===== src/rtl/fp_exp_pkg.sv =====
// Shared exponent-path constants and the single-precision result record
// for the FP add/sub exponent-alignment stage.
package fp_exp_pkg;

   localparam int EXP_W_SP     = 8;
   localparam int EXP_W_DP     = 11;
   localparam int MAX_SHIFT_SP = 27;
   localparam int MAX_SHIFT_DP = 56;
   localparam int SHIFT_W_SP   = 5;

   typedef struct packed {
      logic [EXP_W_SP:0]   diff;
      logic [EXP_W_SP-1:0] exp_max;
      logic                swap;
      logic [SHIFT_W_SP-1:0] shift;
      logic                sat;
      logic                eq;
   } exp_res_t;

endpackage


===== src/rtl/exp_cla_sub.sv =====
// Computes a + ~b + ci using 4-bit carry-lookahead groups.
// The groups are chained by ripple, and the final carry is exposed as co.
module exp_cla_sub #(
   parameter int SIZE = 8
) (
   input  logic [SIZE-1:0] a,
   input  logic [SIZE-1:0] b,
   input  logic            ci,
   output logic [SIZE-1:0] d,
   output logic            co
);

   localparam int NG = (SIZE + 3) / 4;

   logic [SIZE-1:0] g;
   logic [SIZE-1:0] p;

   assign g = a & ~b;
   assign p = a ^ ~b;

   for (genvar gi = 0; gi < NG; gi++) begin : g_grp
      localparam int BASE = gi * 4;
      localparam int GW   = (SIZE - BASE < 4) ? (SIZE - BASE) : 4;

      logic [GW-1:0] gg;
      logic [GW-1:0] pp;
      logic [GW:0]   cc;
      logic          gci;
      logic          gco;

      if (gi == 0) begin : g_first
         assign gci = ci;
      end else begin : g_next
         assign gci = g_grp[gi-1].gco;
      end

      assign gg = g[BASE +: GW];
      assign pp = p[BASE +: GW];

      // Each carry is formed from the group inputs and the group carry-in only.
      always_comb begin
         logic carry;
         logic term;
         cc    = '0;
         cc[0] = gci;
         for (int k = 0; k < GW; k++) begin
            carry = gci;
            for (int j = 0; j <= k; j++) carry = carry & pp[j];
            for (int j = 0; j <= k; j++) begin
               term = gg[j];
               for (int m = j + 1; m <= k; m++) term = term & pp[m];
               carry = carry | term;
            end
            cc[k+1] = carry;
         end
      end

      assign d[BASE +: GW] = pp ^ cc[GW-1:0];
      assign gco           = cc[GW];
   end

   assign co = g_grp[NG-1].gco;

endmodule


===== src/rtl/exp_align_sub.sv =====
// Two-stage exponent-difference unit. It produces max exponent, swap flag,
// absolute or signed difference, and the saturated alignment shift.
module exp_align_sub
   import fp_exp_pkg::*;
#(
   parameter int SIZE_EXP   = EXP_W_SP,
   parameter int SIZE_SHIFT = SHIFT_W_SP,
   parameter int MAX_SHIFT  = MAX_SHIFT_SP
) (
   input  logic                  i_clk,
   input  logic                  i_rst,
   input  logic                  i_valid,
   output logic                  o_ready,
   input  logic                  i_mode,
   input  logic [SIZE_EXP-1:0]   i_data_a,
   input  logic [SIZE_EXP-1:0]   i_data_b,
   output logic                  o_valid,
   input  logic                  i_ready,
   output logic [SIZE_EXP:0]     o_diff,
   output logic [SIZE_EXP-1:0]   o_exp_max,
   output logic                  o_swap,
   output logic [SIZE_SHIFT-1:0] o_shift,
   output logic                  o_sat,
   output logic                  o_eq
);

   // Handshake: a pair enters on i_valid && o_ready and a result leaves on
   // o_valid && i_ready. The producer must hold its data until that transfer
   // happens. o_ready is combinational from i_ready, and no skid buffer exists.

   typedef struct packed {
      logic [SIZE_EXP:0]     diff;
      logic [SIZE_EXP-1:0]   exp_max;
      logic                  swap;
      logic [SIZE_SHIFT-1:0] shift;
      logic                  sat;
      logic                  eq;
   } res_t;

   localparam logic [SIZE_EXP-1:0]   SAT_LIM   = SIZE_EXP'(MAX_SHIFT);
   localparam logic [SIZE_SHIFT-1:0] SHIFT_LIM = SIZE_SHIFT'(MAX_SHIFT);
   localparam logic [SIZE_EXP-1:0]   ONE_E     = SIZE_EXP'(1);

   logic                s1_valid;
   logic [SIZE_EXP:0]   s1_dab;
   logic [SIZE_EXP-1:0] s1_a;
   logic [SIZE_EXP-1:0] s1_b;
   logic                s1_mode;

   logic                s2_valid;
   res_t                s2_res;
   res_t                s2_next;

   logic                s1_load;
   logic                s2_load;

   logic [SIZE_EXP-1:0] sub_diff;
   logic                sub_nb;

   logic                s2_swap;
   logic [SIZE_EXP-1:0] s2_low;
   logic [SIZE_EXP-1:0] s2_mag;
   logic                s2_sat;

   exp_cla_sub #(
      .SIZE (SIZE_EXP)
   ) u_sub (
      .a  (i_data_a),
      .b  (i_data_b),
      .ci (1'b1),
      .d  (sub_diff),
      .co (sub_nb)
   );

   // A stage reloads when it is empty, or when its contents move forward.
   assign s2_load = ~s2_valid | i_ready;
   assign s1_load = ~s1_valid | s2_load;
   assign o_ready = s1_load;

   always_ff @(posedge i_clk) begin
      if (i_rst) begin
         s1_valid <= 1'b0;
         s1_dab   <= '0;
         s1_a     <= '0;
         s1_b     <= '0;
         s1_mode  <= 1'b0;
      end else if (s1_load) begin
         s1_valid <= i_valid;
         if (i_valid) begin
            s1_dab  <= {sub_nb, sub_diff};
            s1_a    <= i_data_a;
            s1_b    <= i_data_b;
            s1_mode <= i_mode;
         end
      end
   end

   // The low bits hold Ea-Eb modulo 2**SIZE_EXP. Negating them recovers |Ea-Eb| on a borrow.
   always_comb begin
      s2_swap         = ~s1_dab[SIZE_EXP];
      s2_low          = s1_dab[SIZE_EXP-1:0];
      s2_mag          = s2_swap ? ((~s2_low) + ONE_E) : s2_low;
      s2_sat          = s2_mag > SAT_LIM;
      s2_next         = '0;
      s2_next.diff    = s1_mode ? {s2_swap, s2_low} : {1'b0, s2_mag};
      s2_next.exp_max = s2_swap ? s1_b : s1_a;
      s2_next.swap    = s2_swap;
      s2_next.shift   = s2_sat ? SHIFT_LIM : s2_mag[SIZE_SHIFT-1:0];
      s2_next.sat     = s2_sat;
      s2_next.eq      = (s2_mag == '0);
   end

   always_ff @(posedge i_clk) begin
      if (i_rst) begin
         s2_valid <= 1'b0;
         s2_res   <= '0;
      end else if (s2_load) begin
         s2_valid <= s1_valid;
         if (s1_valid) begin
            s2_res <= s2_next;
         end
      end
   end

   assign o_valid   = s2_valid;
   assign o_diff    = s2_res.diff;
   assign o_exp_max = s2_res.exp_max;
   assign o_swap    = s2_res.swap;
   assign o_shift   = s2_res.shift;
   assign o_sat     = s2_res.sat;
   assign o_eq      = s2_res.eq;

endmodule


===== config.mk =====
export PLATFORM = sky130hd
export DESIGN_NAME = exp_align_sub
export DESIGN_NICKNAME = d
export VERILOG_FILES = /design/src/rtl/fp_exp_pkg.sv /design/src/rtl/exp_cla_sub.sv /design/src/rtl/exp_align_sub.sv
export SDC_FILE = /design/constraint.sdc
export NUM_CORES = 1
export LEC_CHECK = 0
export CAP_MARGIN = 30
export CORE_MARGIN = 1.5
export CORE_UTILIZATION = 50
export CTS_CLUSTER_DIAMETER = 30
export DETAILED_ROUTE_END_ITERATION = 7
export GPL_ROUTABILITY_DRIVEN = 0
export PLACE_DENSITY = 0.84
export SLEW_MARGIN = 20
export SYNTH_ARGS = -nofsm -noshare
export SYNTH_HDL_FRONTEND = slang
export SYNTH_SLANG_ARGS = --single-unit

===== constraint.sdc =====
create_clock -name i_clk -period 4.8 [get_ports i_clk]
set_input_delay 0.72 -clock i_clk [delete_from_list [all_inputs] [get_ports i_clk]]
set_output_delay 0.72 -clock i_clk [all_outputs]
set_load 0.05 [all_outputs]

==> results by group, run 1 <==
CTS
  – Cts repair resizes: 0
  – Post-CTS Setup Bufs: 0
  – Root buffer cell: clkbuf_8
  – Clk slew on worst S/H paths: 0.10 ns
  – Clock Sink Count: 53
  – CTS tree: done
  – H-tree depth: 2
  – Clock tree buffer depth: 2
  – # hold bufs at CTS: 0
  – CTS Buf Count: 5
  – Clk_lat worst skew: 0.32 ns

Cells and area
  – Layout Utilization: 63.2%
  – Most frequent cells in the layout: nand2_1, dfxtp_1, clkdlybuf4s50_1
  – Final net count: 387
  – Layout cells sized above 1: 6.20%
  – Layout Area Growth over Synthesis: 20.8%
  – N_diodes: 0
  – Fill cells: 465
  – Final Instance Area: 3250 µm²

STA
  – Max Slew Vio Count: 0
  – Total negative slack: 0 ns
  – Slew margin rel.: 43.9%
  – Clock Skew: 0.0103 ns
  – Max Freq: 320 MHz
  – Final min period: 3.12 ns
  – Final period util: 65.0%
  – Hold Fails Final Rpt: 0
  – Final setup violation count: 0
  – RSZ-0062 raised after global routing: no
  – Worst-Margin Slew: 0.839 ns

Critical path
  – Crit path max fanout: 4
  – R2R depth: 6
  – RR Startpoint: s1_dab[0]
  – Reg2reg setup slack: 2.76 ns
  – WP data arrival: 3.37 ns
  – Worst setup SP type: input port
  – Endpoint class of the critical path: flip-flop
  – Critical path class: in2reg
  – Reg-to-Reg End: o_eq
  – WP data required: 5.05 ns

Synth
  – Netlist cell types: 52
  – Adder-cell share of the synthesized area: 5.86%
  – Sequential share of the synthesized area: 39.4%
  – Compound-cell area share of the yosys netlist: 21.2%
  – Mux cell area share after synthesis: 3.72%
  – XOR/XNOR Fraction of Synth Area: 3.58%
  – Largest family of logic cells by synthesized area: compound AO/OA/AOI/OAI gates
  – Synth Flop Type: dfxtp_1
  – Cell count after synthesis: 323
  – Number of synthesized flops with an enable pin: 0
  – Syn_nets: 356
  – YS warnings: 0
  – Yosys reg bits: 53
  – Post-synthesis area per instance: 8.33 µm²
  – Simple-gate share of the synthesized area: 19.1%
  – FFs w/ async S/R, synth: 0%
  – Netlist Area Pre-Place: 2690 µm²

Global routing
  – Vias in the first global route: 2079
  – Initial antenna violation count: 0
  – Global-route usage over all layers: 20.5%
  – GRT overflow: 0
  – Wire length of the first global-routing pass: 9590 µm
  – Pin count of the biggest net entering global routing: 32

Floorplan
  – Die height: 76.4 µm
  – Core area: 5140 µm²
  – Initial core utilization: 52.3%
  – IO Count: 48
  – DIE AREA: 5830 µm²
  – Std-Cell Rows: 26
  – Die X: 76.4 µm

Pwr
  – PD cells: 326 nW/µm²
  – Leak Pwr: 1.20 nW
  – Total power: 1.06 mW
  – Sw frac: 34.0%
  – Int Pwr: 0.700 mW
  – Combinational Power Share: 27.4%
  – Psw: 0.361 mW
  – Worst vdd ir: 0.165 mV
  – Clock power frac: 25.1%
  – Part of the power in registers: 47.5%

Routing
  – DRC: 0
  – Drt pass-1 iters: 4
  – First-iteration detailed-routing DRC count: 175
  – Routed WL: 5620 µm
  – Drt via density: 5.38
  – Drt wl/cell: 13.2 µm
  – Post-DRT Antenna Nets: 0
  – Detailed-route via count: 2285

Status
  – Outcome: finished, final reports clean

Hold path
  – HP Class: reg2reg
  – Hold Crit Depth: 2
  – Hold EP: s1_a[1]
  – Hold_sp: s1_a[1]

Place
  – Placed cell areas: 3140 µm²
  – HPWL after DPL: 4090 µm
  – I/O Buffers: 47

Flow run
  – Max Cap Violations: 0
## sequential cells by signal, summed over array words and instances (netlist names), 5 cells and up
register,count
s1_b,8
s1_dab,9
s1_a,8
o_shift,5
o_exp_max,8
o_diff,9
## power by group through the flow
stage               logic (mW)  clock network (mW)  registers (mW)
floorplan                0.177                   0           0.548
global placement         0.282                   0           0.512
detailed placement       0.289                   0           0.514
CTS                      0.290               0.273           0.503
global route             0.318               0.290           0.509
finish                   0.291               0.266           0.504
## layout make-up
type                    count  area (µm²)  area share [%]
multi-input cells         225        1440            44.2
flip-flops and latches     53        1060            32.7
repair buffers             51         503            15.5
well taps                  70        87.6            2.70
clock buffers               5        68.8            2.12
inverters                  18        67.6            2.08
clock inverters             3        25.0           0.770
## critical path, cell delays in order
cell	delay (ns)
clkdlybuf4s50_1	0.50
inv_1	0.06
ha_1	0.31
o21a_1	0.20
o21ai_1	0.19
nand2_1	0.12
a21o_1	0.19
ha_1	0.18
o21ai_0	0.18
a21boi_0	0.20
or3_1	0.38
a21oi_1	0.14
## stage by stage
| stage | cells | hold slack (ns) | worst slack, ns |
|---|---|---|---|
| 3_5_place_dp | 416 | 0.449 | 1.34 |
| 2_1_floorplan | 323 | 0.436 | 2.13 |
| 5_1_grt | 425 | 0.475 | 1.46 |
| 4_1_cts | 424 | 0.463 | 1.68 |
| 6_report | 425 | 0.462 | 1.68 |
| 3_3_place_gp | 416 | 0.443 | 1.45 |
## cell families (layout without fill, tap and decap cells)
kind of cell | Yosys count | after routing
adders and majority gates | 12 | 12
and+or+nand+nor | 112 | 112
xor gates and xnor gates | 11 | 11
muxes | 10 | 10
buffers and inverters | 45 | 77
AOI/OAI and AO/OA | 80 | 80
DFF | 53 | 53
## cell usage after synthesis (2+ instances only)
master	count	area [µm²]
buf_1	2	7.51
o21bai_1	2	15.0
nand2_1	53	199
nor2_1	30	113
a31oi_1	3	18.8
a311oi_1	4	35.0
a21boi_0	2	15.0
ha_1	11	138
mux2i_1	10	100
inv_1	17	63.8
and2_1	2	12.5
buf_2	10	50.1
dfxtp_1	53	1060
nand2b_1	3	18.8
clkbuf_1	13	48.8
o21ai_0	3	15.0
a211oi_1	19	143
xnor2_1	11	96.3
or3_1	2	12.5
o211ai_1	3	22.5
nor3_1	5	25.0
nand3b_1	7	52.6
a21oi_1	29	145
## worst max path at each step
| stage | to | slack [ns] | startpoint |
|---|---|---|---|
| after global routing | s1_dab[6] | 1.46 | i_data_a[0] |
| after CTS | s1_dab[6] | 1.68 | i_data_a[0] |
| after detailed placement | s1_dab[6] | 1.34 | i_data_a[0] |
| final | s1_dab[6] | 1.68 | i_data_a[0] |
| after global placement | s1_dab[6] | 1.45 | i_data_a[0] |
| after floorplan | s1_dab[6] | 2.13 | i_data_a[0] |
## metal layers
| layer | vias up | track usage (%) | wire length [µm] |
|---|---|---|---|
| met2 | 45 | 33.5 | 2690 |
| met3 | 8 | 5.03 | 225 |
| met5 | - | 0 | 0 |
| met4 | 0 | 7.59 | 85 |
| li1 | 1174 | - | - |
| met1 | 1058 | 26.2 | 2620 |
No activity file was read; power rests on OpenSTA's default activity.
==> run 2: changes to the inputs <==
- CORE_UTILIZATION: 50 -> 47
- PLACE_DENSITY: 0.84 -> 0.83
- clock period: 4.8 -> 2.8 ns (I/O delays scaled with it)
==> run 2 against run 1 <==
  * Worst hold slack worse by 0.0033 ns
  * Power is 71% higher
  * Count of clock-buffer cells in the layout is the same
  * Sequential cell count stayed put
  * Combinational power rose by 76%
  * Critical endpoint unchanged
  * Largest cell class unchanged
==> results by group, run 2 (same netlist as run 1, synthesis figures left out) <==
Status
  – Outcome: finished, final reports clean

Global routing
  – Pin count of the biggest net entering global routing: 35
  – Vias in the first global route: 2210
  – Wire length of the first global-routing pass: 9940 µm
  – Global-route usage over all layers: 20.2%
  – GRT overflow: 0
  – Initial antenna violation count: 0

Cells and area
  – N_diodes: 0
  – Most frequent cells in the layout: nand2_1, dfxtp_1, clkdlybuf4s50_1
  – Final Instance Area: 3300 µm²
  – Layout Area Growth over Synthesis: 22.8%
  – Fill cells: 496
  – Multi-input gate area: 1440 µm²
  – Final net count: 395
  – Register Area: 1060 µm²
  – Layout cells sized above 1: 8.54%
  – Non-filler cells, final: 435

Routing
  – Detailed-route via count: 2335
  – Drt via density: 5.37
  – Routed WL: 5690 µm
  – Drt pass-1 iters: 4
  – Drt wl/cell: 13.1 µm
  – DRC: 0
  – Post-DRT Antenna Nets: 0
  – First-iteration detailed-routing DRC count: 159

Critical path
  – Worst setup SP type: input port
  – Critical path class: in2reg
  – WP data required: 3.05 ns
  – Crit path max fanout: 3
  – Crit-path leading delay family: compound AO/OA/AOI/OAI gates
  – Max stage delay cell, worst path: clkdlybuf4s50_1
  – Endpoint class of the critical path: flip-flop
  – Worst Path Buf+Inv: 2
  – CP peak stage delay: 0.47 ns
  – Most frequent CP cell: ha_1
  – Critical path, cell by cell: clkdlybuf4s50_1, inv_1, ha_1, o21a_1, o21ai_2, nand2_1, a21o_1, ha_1, o21ai_1, a21boi_1, or3_1, a21oi_1
  – WP data arrival: 2.82 ns

Floorplan
  – Die X: 78.7 µm
  – DIE AREA: 6190 µm²
  – Core area: 5510 µm²
  – Std-Cell Rows: 27
  – Die height: 78.7 µm
  – Initial core utilization: 48.9%
  – IO Count: 48

Pwr
  – Clock power frac: 24.2%
  – Psw: 0.607 mW
  – Sw frac: 33.5%
  – Leak Pwr: 1.24 nW
  – Worst vdd ir: 0.248 mV
  – Int Pwr: 1.21 mW
  – PD cells: 549 nW/µm²
  – Combinational Power Share: 28.2%
  – Part of the power in registers: 47.6%
  – Total power: 1.81 mW

Flow run
  – Max Cap Violations: 0

STA
  – Max Freq: 389 MHz
  – Final min period: 2.57 ns
  – Hold Fails Final Rpt: 0
  – Final setup violation count: 0
  – Slew margin rel.: 61.1%
  – Max Slew Vio Count: 0
  – Total negative slack: 0 ns
  – Final period util: 91.7%
  – RSZ-0062 raised after global routing: no
  – Clock Skew: 0.0149 ns
  – Worst-Margin Slew: 0.584 ns

CTS
  – CTS tree: done
  – CTS Buf Count: 5
  – Clk slew on worst S/H paths: 0.11 ns
  – Clock tree buffer depth: 2
  – H-tree depth: 2
  – Clk_lat worst skew: 0.31 ns
  – Clock Sink Count: 53
  – # hold bufs at CTS: 0
  – Root buffer cell: clkbuf_8

Place
  – Placed cell areas: 3210 µm²
  – HPWL after DPL: 4250 µm
  – I/O Buffers: 47
  – Placed Instances: 427

Hold path
  – HP Class: reg2reg
[run 2: cell types whose count changed in the layout (fill, tap and decap cells not counted), sizes merged]
cell / change
inv: -1
buf: +8
clkinv: +1
[run 2: through the flow]
stage                     setup WS, ns  hold slack [ns]  utilization [%]
after CTS                        0.102            0.459             59.9
final                            0.232            0.459             60.0
after global placement          -0.120            0.442             58.3
after floorplan                  0.427            0.436                -
after global routing            0.0431            0.479             60.0
after detailed placement        -0.214            0.446             58.3
[run 2: final cells by class]
class | instances | share of cell area (%)
Clock inverter | 3 | 0.644
Tap cell | 72 | 2.73
Inverter | 18 | 2.04
Clock buffer | 5 | 2.08
Sequential cell | 53 | 32.1
Multi-Input combinational cell | 225 | 43.6
Timing Repair Buffer | 59 | 16.8
[run 2: path summary, 6_finish.rpt]
kind	start	endpoint	slack, ns	cells after the start
worst max-delay path	i_data_a[0]	s1_dab[6]	0.23	12
worst min-delay path	o_diff[8]	o_diff[8]	0.46	2
worst max register to register	s1_dab[0]	o_eq	0.84	6
worst min register to register	o_diff[8]	o_diff[8]	0.46	2
[run 2: repair_timing]
item,CTS,global route
endpoints found under the setup margin,0,3
buffers inserted,0,0
gates resized for setup,0,3
[run 2: worst register-to-register path, stage by stage, from the launching register on]
cell,delay (ns)
dfxtp_1,0.43
inv_1,0.10
ha_1,0.38
nor2b_1,0.29
o221ai_1,0.17
nor4b_1,0.34
a32o_1,0.21
[run 2: routing by layer]
metal | vias to the layer above | GRT usage, % | routed length, µm
li1 | 1188 | - | -
met1 | 1085 | 23.9 | 2480
met2 | 53 | 36.6 | 2880
met3 | 9 | 3.72 | 228
met4 | 0 | 6.61 | 96
met5 | - | 0 | 0
[run 2: power by group through the flow]
stage	combinational, mW	sequential, mW	clock [mW]
6_report	0.511	0.863	0.438
5_1_grt	0.563	0.872	0.473
4_1_cts	0.512	0.863	0.449
3_5_place_dp	0.511	0.881	0
3_3_place_gp	0.500	0.878	0
2_1_floorplan	0.304	0.939	0
==> run 3: changes to the inputs <==
- SYNTH_HIERARCHICAL: unset -> 1
==> run 3 against run 2 <==
  * Worst hold slack improved by 0.0025 ns
  * Non-clock buffer count decreased by 4
  * Area after synthesis increased by 0.14%
  * Final cell count increased by 1.8%
  * Count of clock-buffer cells in the layout unchanged
  * Sequential share of layout area increased by 0.18 points
==> results by group, run 3 <==
Status
  – Outcome: finished, final reports clean

STA
  – Final period util: 91.0%
  – Max Slew Vio Count: 0
  – Hold Fails Final Rpt: 0
  – Worst-Margin Slew: 0.599 ns
  – Final min period: 2.55 ns
  – Final WS setup: 0.251 ns
  – Total negative slack: 0 ns
  – Final setup violation count: 0
  – Clock Skew: 0.00628 ns
  – Max Freq: 392 MHz
  – RSZ-0062 raised after global routing: no
  – Slew margin rel.: 60.0%

CTS
  – Clock Sink Count: 53
  – H-tree depth: 2
  – Root buffer cell: clkbuf_8
  – Clock tree buffer depth: 2
  – Cts repair resizes: 0
  – CTS tree: done
  – Clk_lat worst skew: 0.31 ns
  – CTS Buf Count: 5
  – Post-CTS Setup Bufs: 0
  – # hold bufs at CTS: 0
  – Clk slew on worst S/H paths: 0.10 ns

Routing
  – Post-DRT Antenna Nets: 0
  – DRC: 0
  – Drt wl/cell: 13.2 µm
  – First-iteration detailed-routing DRC count: 124
  – Detailed-route via count: 2310
  – Drt via density: 5.21
  – Drt pass-1 iters: 4
  – Routed WL: 5830 µm

Place
  – I/O Buffers: 47
  – Pre-CTS setup slack: -0.0875 ns
  – HPWL after DPL: 4250 µm

Pwr
  – Leak Pwr: 1.27 nW
  – PD cells: 550 nW/µm²
  – Worst vdd ir: 0.247 mV

Global routing
  – GRT overflow: 0
  – Wire length of the first global-routing pass: 9720 µm
  – Pin count of the biggest net entering global routing: 37
  – Initial antenna violation count: 0
  – Vias in the first global route: 2112
  – Global-route usage over all layers: 19.6%

Critical path
  – WP data required: 2.99 ns
  – Critical path, cell by cell: clkdlybuf4s50_1, inv_1, ha_1, ha_1, o211ai_1, a21boi_1, or2_1, ha_1, o211ai_1, nand2_1, a21o_1, nand2_1, a21oi_1
  – WP data arrival: 2.74 ns
  – CP peak stage delay: 0.48 ns
  – Crit path max fanout: 2
  – Crit-path leading delay family: compound AO/OA/AOI/OAI gates
  – Most frequent CP cell: ha_1
  – Endpoint class of the critical path: flip-flop
  – Max stage delay cell, worst path: clkdlybuf4s50_1
  – Worst setup SP type: input port
  – Critical path class: in2reg
  – Worst Path Buf+Inv: 2

Synth
  – Synth Flop Type: dfxtp_1
  – YS warnings: 6
  – Netlist Area Pre-Place: 2690 µm²
  – Largest cells by area after synthesis: dfxtp_1, nand2_1, a21oi_1
  – Post-synth top cells: nand2_1, dfxtp_1, nor2_1
  – Count leader, synth: nand2_1
  – FFs w/ async S/R, synth: 0%
  – Netlist cell types: 45
  – Yosys reg bits: 53
  – Cell count after synthesis: 331
  – Post-synthesis area per instance: 8.14 µm²
  – Top cell type by total area after synthesis: dfxtp_1
  – Top-area cell type share of the netlist area: 39.4%
  – Number of synthesized flops with an enable pin: 0
  – Sequential share of the synthesized area: 39.4%

Flow run
  – Max Cap Violations: 0

Cells and area
  – Final net count: 404
  – Layout cells sized above 1: 7.01%
  – Layout Area Growth over Synthesis: 22.0%
  – Commonest non-fill, non-tap cell in the layout: nand2_1
  – N_diodes: 0
  – Most frequent cells in the layout: nand2_1, dfxtp_1, clkdlybuf4s50_1

Floorplan
  – Std-Cell Rows: 27
  – Core area: 5510 µm²
  – Initial core utilization: 48.9%
  – IO Count: 48
  – Die height: 78.7 µm
  – DIE AREA: 6190 µm²
  – Die X: 78.7 µm

Hold path
  – HP Class: reg2reg
-- run 3: routing by layer --
layer | wire (µm) | share of wire (%) | vias to the layer above | global-route usage, %
met4 | 70 | 1.2 | 0 | 5.36
met2 | 2790 | 48 | 53 | 32.4
li1 | - | - | 1182 | -
met1 | 2720 | 47 | 1070 | 26.3
met3 | 249 | 4.3 | 5 | 3.22
met5 | 0 | 0 | - | 0
-- run 3: power by group --
| group | leakage, nW | total, mW | switching, mW | internal, mW |
|---|---|---|---|---|
| Combinational | 0.790 | 0.514 | 0.297 | 0.217 |
| Clock | 0.0439 | 0.428 | 0.255 | 0.173 |
| Sequential | 0.436 | 0.866 | 0.0596 | 0.806 |
-- run 3: logic make-up (layout without fill, tap and decap cells) --
family,count (synthesis),in the layout,share of synthesized area (%)
adders and majority gates,13,13,6.60
other,1,2,0.139
muxes,9,9,3.34
buffers and inverters,40,79,6.55
AOI/OAI and AO/OA,74,74,18.6
xor gates and xnor gates,17,17,5.53
and+or+nand+nor,124,124,19.9
DFF,53,53,39.4
-- run 3: area by class of cell --
class                      count  area, µm²
timing repair buffer          55        526
multi-input combinational    239       1460
sequential                    53       1060
clock inverter                 3       17.5
clock buffer                   5       68.8
inverter                      16       60.1
tap                           72       90.1
fill                         476       2220
-- run 3: per-stage QoR --
step | hold slack (ns) | area [µm²] | cells | utilization [%] | total power, mW
4_1_cts | 0.461 | 3290 | 443 | 59.7 | 1.81
5_1_grt | 0.484 | 3290 | 443 | 59.7 | 1.89
3_5_place_dp | 0.448 | 3200 | 435 | 58.1 | 1.40
6_report | 0.462 | 3290 | 443 | 59.7 | 1.81
3_3_place_gp | 0.442 | 3200 | 435 | 58.1 | 1.38
2_1_floorplan | 0.436 | 2700 | 332 | - | 1.25
-- run 3: worst reg2reg max path, cell delays in order, from the launching register on --
cell	delay, ns
dfxtp_1	0.52
inv_1	0.13
ha_1	0.31
nor3b_2	0.20
a21oi_2	0.18
xnor2_1	0.15
and3_1	0.35
a311oi_2	0.15
-- run 3: path summary, 6_finish.rpt --
| kind | to | from | cells past startpoint | slack (ns) |
|---|---|---|---|---|
| setup / recovery | s1_dab[8] | i_data_b[0] | 13 | 0.25 |
| hold / removal | s1_b[2] | s1_b[2] | 2 | 0.46 |
| setup reg to reg | o_shift[0] | s1_dab[0] | 7 | 0.68 |
| hold reg to reg | s1_b[2] | s1_b[2] | 2 | 0.46 |
